File: src/rtl/shift_seq_ctrl.sv
// Command sequencer for a ShiftParallel_NBIT universal shift register: loads a word, then shifts or rotates it m times.
// Define SHIFT_ARITH_EN to make op 01 an arithmetic right shift (sign fill) instead of a logical one.
module shift_seq_ctrl #(
    parameter int N  = 8,
    parameter int AW = 4
) (
    input  logic          clk,
    input  logic          rst,
    input  logic          cmd_valid,
    output logic          cmd_ready,
    input  logic [1:0]    cmd_op,
    input  logic [AW-1:0] cmd_amt,
    input  logic [N-1:0]  cmd_data,
    input  logic [N-1:0]  qout,
    output logic          s0,
    output logic          s1,
    output logic [N-1:0]  din,
    output logic          din_left,
    output logic          din_right,
    output logic          busy,
    output logic          done
);

    typedef enum logic [1:0] {
        IDLE  = 2'd0,
        LOAD  = 2'd1,
        SHIFT = 2'd2,
        DONE  = 2'd3
    } state_t;

    localparam logic [1:0] OP_SLL = 2'b00;
    localparam logic [1:0] OP_SRL = 2'b01;
    localparam logic [1:0] OP_ROL = 2'b10;
    localparam logic [1:0] OP_ROR = 2'b11;

    localparam logic [AW-1:0] AMT_MAX = AW'(N);

    state_t        r_state;
    state_t        w_next;
    logic [1:0]    r_op;
    logic [AW-1:0] r_cnt;
    logic [N-1:0]  r_data;
    logic          w_accept;
    logic [AW-1:0] w_amt_clamped;
    logic          w_sra_fill;

    assign w_accept      = cmd_valid & cmd_ready;
    assign w_amt_clamped = (cmd_amt > AMT_MAX) ? AMT_MAX : cmd_amt;
    assign din           = r_data;

`ifdef SHIFT_ARITH_EN
    assign w_sra_fill = qout[N-1];
`else
    assign w_sra_fill = 1'b0;
`endif

    // State, latched command and remaining-shift counter
    always_ff @(posedge clk or posedge rst) begin
        if (rst) begin
            r_state <= IDLE;
            r_op    <= 2'b00;
            r_cnt   <= '0;
            r_data  <= '0;
        end else begin
            r_state <= w_next;
            if (w_accept) begin
                r_op   <= cmd_op;
                r_cnt  <= w_amt_clamped;
                r_data <= cmd_data;
            end else if (r_state == SHIFT) begin
                r_cnt <= r_cnt - 1'b1;
            end
        end
    end

    always_comb begin
        w_next = r_state;
        case (r_state)
            IDLE:    if (w_accept) w_next = LOAD;
            LOAD:    w_next = (r_cnt != '0) ? SHIFT : DONE;
            SHIFT:   if (r_cnt == AW'(1)) w_next = DONE;
            DONE:    w_next = IDLE;
            default: w_next = IDLE;
        endcase
    end

    // Register select and serial fill; rotate fill comes straight from qout
    always_comb begin
        {s1, s0}  = 2'b00;
        din_left  = 1'b0;
        din_right = 1'b0;
        busy      = (r_state != IDLE);
        done      = (r_state == DONE);
        cmd_ready = (r_state == IDLE) & ~rst;
        case (r_state)
            LOAD: {s1, s0} = 2'b01;
            SHIFT: begin
                case (r_op)
                    OP_SLL: begin
                        {s1, s0}  = 2'b10;
                        din_right = 1'b0;
                    end
                    OP_SRL: begin
                        {s1, s0} = 2'b11;
                        din_left = w_sra_fill;
                    end
                    OP_ROL: begin
                        {s1, s0}  = 2'b10;
                        din_right = qout[N-1];
                    end
                    OP_ROR: begin
                        {s1, s0} = 2'b11;
                        din_left = qout[0];
                    end
                    default: {s1, s0} = 2'b00;
                endcase
            end
            default: {s1, s0} = 2'b00;
        endcase
    end

endmodule
File: config.mk
export PLATFORM = sky130hd
export DESIGN_NAME = shift_seq_ctrl
export DESIGN_NICKNAME = d
export VERILOG_FILES = /design/src/rtl/shift_seq_ctrl.sv
export SDC_FILE = /design/constraint.sdc
export NUM_CORES = 1
export LEC_CHECK = 0
export ABC_AREA = 1
export BUFFER_PORTS_ARGS = -buffer_cell sky130_fd_sc_hd__buf_2
export CORE_MARGIN = 10
export CORE_UTILIZATION = 45
export DETAILED_ROUTE_END_ITERATION = 10
export PLACE_DENSITY = 0.84
export SLEW_MARGIN = 5
export SYNTH_ARGS = -nofsm -noshare
export SYNTH_HDL_FRONTEND = slang
export SYNTH_SLANG_ARGS = --single-unit
File: constraint.sdc
create_clock -name clk -period 1.7 [get_ports clk]
set_clock_uncertainty 0.05 [all_clocks]
set_input_delay 0.085 -clock clk [delete_from_list [all_inputs] [get_ports clk]]
set_output_delay 0.085 -clock clk [all_outputs]
set_load 0.02 [all_outputs]
==> impl_metrics.tcl <==
set metrics [dict create \
    routed_via_density 4.880 \
    port_buffers 33 \
    status "finished clean" \
    arrival_ns 1.49 \
    r2r-start "r_state[0]$_DFFE_PP0P_" \
    wirelength_um 2647 \
    cts_buffers 3 \
    synth_warnings 0 \
    io_pins 40 \
    core-area_um2 1962 \
    reg2reg_to "din[7]$_DFFE_PP0P_" \
    drv_cap 0 \
    first_iter_violations 23 \
    antenna_cells 0 \
    area_delta_synth_final_pct 33.33 \
    synth_nets 152 \
    synth_most_common_cell "nand2_1" \
    clockBufferDepth 2 \
    drive_above_1_share_pct 28.05 \
    grt_usage_pct 12.26 \
    post_synth.cell_area_avg_um2 7.854 \
    synth_top_family_by_area "simple AND/OR/NAND/NOR gates" \
    netlist_instances 119 \
    leakage_nw 0.7120 \
    yosysSeqAreaShare_pct 42.84 \
    synth_compound_area_share_pct 4.953 \
    vdd_drop_max_mv 0.9583 \
    synth_fa_ha_area_share_pct 10.71 \
    via_count 932 \
    async_flop_share_pct 100.0 \
    rows 16 \
    wire_per_inst_um 13.86 \
    power_density_nw_per_um2 1674 \
    first_global_vias 1064 \
    clk_pin_slew_ns 0.09 \
    fp.dieArea_um2 4300 \
    min_path_type "in2reg" \
    grt_max_degree 19 \
    drtPass1Iterations 4 \
    r2r_cells 7 \
    die_x_um 65.58 \
    p_total_w 0.002086 \
    grt_pass1_wl_um 4291 \
    rsz0062_at_grt "true" \
    critPathKind "reg2out" \
    endpoint_kind "output port" \
    fin_nets 199 \
    max_slew.worst_pin.slew_ns 0.2578 \
    min_period_over_period_pct 95.71 \
    synth_top_cell_area_share_pct 42.84 \
    hold_depth 3 \
    antenna_found_initial 0 \
    clock_sinks 16 \
    hp-start "cmd_data[6]" \
    synth_edf_count 0 \
    grt.overflow.total 0 \
    gp_congestion 0.8215 \
    synth_common_cells "nand2_1 (38), nand3_1 (19), dfrtp_1 (16), inv_1 (13)" \
    hold_violations 0 \
    synthXorXnorAreaFrac_pct 0 \
    synthFlopType "dfrtp_1" \
    fin_tns_setup_ns 0 \
    dp_hpwl_um 1880 \
    start_util_pct 47.64 \
    clk_latency_ns 0.28 \
    post-cts-setup-buffer-count 0 \
    ys_top_cells_by_area "dfrtp_1 (43%), nand2_1 (15%), ha_1 (11%)" \
    synth_top_area_cell "dfrtp_1" \
    post_synth_num_cell_types 17 \
    synth_seq_cells 16 \
    fin_crit_ns 1.627 \
    slew-limit-headroom_pct 82.70 \
    finalSetupViolations 0 \
    max_freq_mhz 614.6 \
    slew_viol_final 0 \
    muxShareOfSynthArea_pct 0 \
    min_to "din[6]$_DFFE_PP0P_" \
    r2r_slack_ns 0.20 \
    root_buffer "clkbuf_4" \
    cts_tree "yes" \
    antenna_left 0 \
    die_height_um 65.58 \
    synth-simple-area-share_pct 31.86 \
    syn_area_um2 934.6 \
    startpoint_type "register" \
    cp_max_fo 7 \
    cts_htree_levels 1 \
    final_util_pct 63.52 \
    cp.required_ns 1.56 \
    drc 0 \
]
cells by family after synthesis:
| kind of cell | after synthesis |
|---|---|
| and+or+nand+nor | 68 |
| AOI/OAI and AO/OA | 8 |
| adders and majority gates | 8 |
| buffers and inverters | 19 |
| DFF | 16 |
placed cells by master, fill, tap and decap left out, drive strengths merged:
cell type and n:
nand2 38, buf 35, nand3 20, dfrtp 16
inv 16, dlygate4sd3 10, nor2 9, ha 8
o21ai 4, clkbuf 3, a21oi 3, o211ai 1
nand4 1
stage by stage:
step | cells | setup slack [ns] | hold WS [ns] | area, um^2
floorplan | 119 | 0.2769 | -0.1236 | 934.6
global placement | 178 | 0.2123 | 0.1141 | 1119
detailed placement | 178 | 0.1889 | 0.1299 | 1119
CTS | 191 | 0.06267 | 0.001739 | 1244
global route | 191 | -0.02477 | 0.002607 | 1246
finish | 191 | 0.07289 | 0.006061 | 1246
metal layers:
metal  routed length, um  vias up  global-route usage (%)
li1                    -      464                       -
met1                1024      424                   11.81
met2                1349       42                   22.93
met3                 247        2                   5.085
met4                  26        0                   4.011
met5                   0        -                       0
report_power, final:
part / switching [W] / internal [W]
logic: 0.000769 / 0.000427
registers: 0.000127 / 0.000567
clock network: 0.000115 / 0.0000821
final cells by class:
| cell class | instances | area, um^2 |
|---|---|---|
| fill | 184 | 715.7 |
| multi-input combinational | 84 | 449.2 |
| sequential | 16 | 400.4 |
| timing repair buffer | 45 | 280.3 |
| inverter | 16 | 60.06 |
| tap | 27 | 33.78 |
| clock buffer | 3 | 22.52 |
worst max-delay path, cell delays in order, from the launching register on:
cell and delay (ns):
dfrtp_1 0.43, inv_1 0.13, ha_2 0.28, inv_1 0.10, nor2_1 0.11, buf_2 0.17
registers in the layout (all words and copies together) (netlist names):
name / cells
r_state: 2
r_op: 2
din: 8
r_cnt: 4
worst max path at each step:
stage	from	end	slack [ns]
2_1_floorplan	r_state[0]$_DFFE_PP0P_	din_left	0.28
3_3_place_gp	r_state[0]$_DFFE_PP0P_	r_cnt[0]$_DFFE_PP0P_	0.21
3_5_place_dp	r_state[0]$_DFFE_PP0P_	r_cnt[0]$_DFFE_PP0P_	0.19
4_1_cts	r_state[0]$_DFFE_PP0P_	din_right	0.06
5_1_grt	r_state[0]$_DFFE_PP0P_	din_right	-0.02
6_report	r_state[0]$_DFFE_PP0P_	din_right	0.07
timing repair:
item	in CTS	in global routing
endpoints found under the hold margin	25	0
gates resized for setup	1	1
setup endpoints to repair	2	3
hold buffers	10	0
No activity file was read; power rests on OpenSTA's default activity.
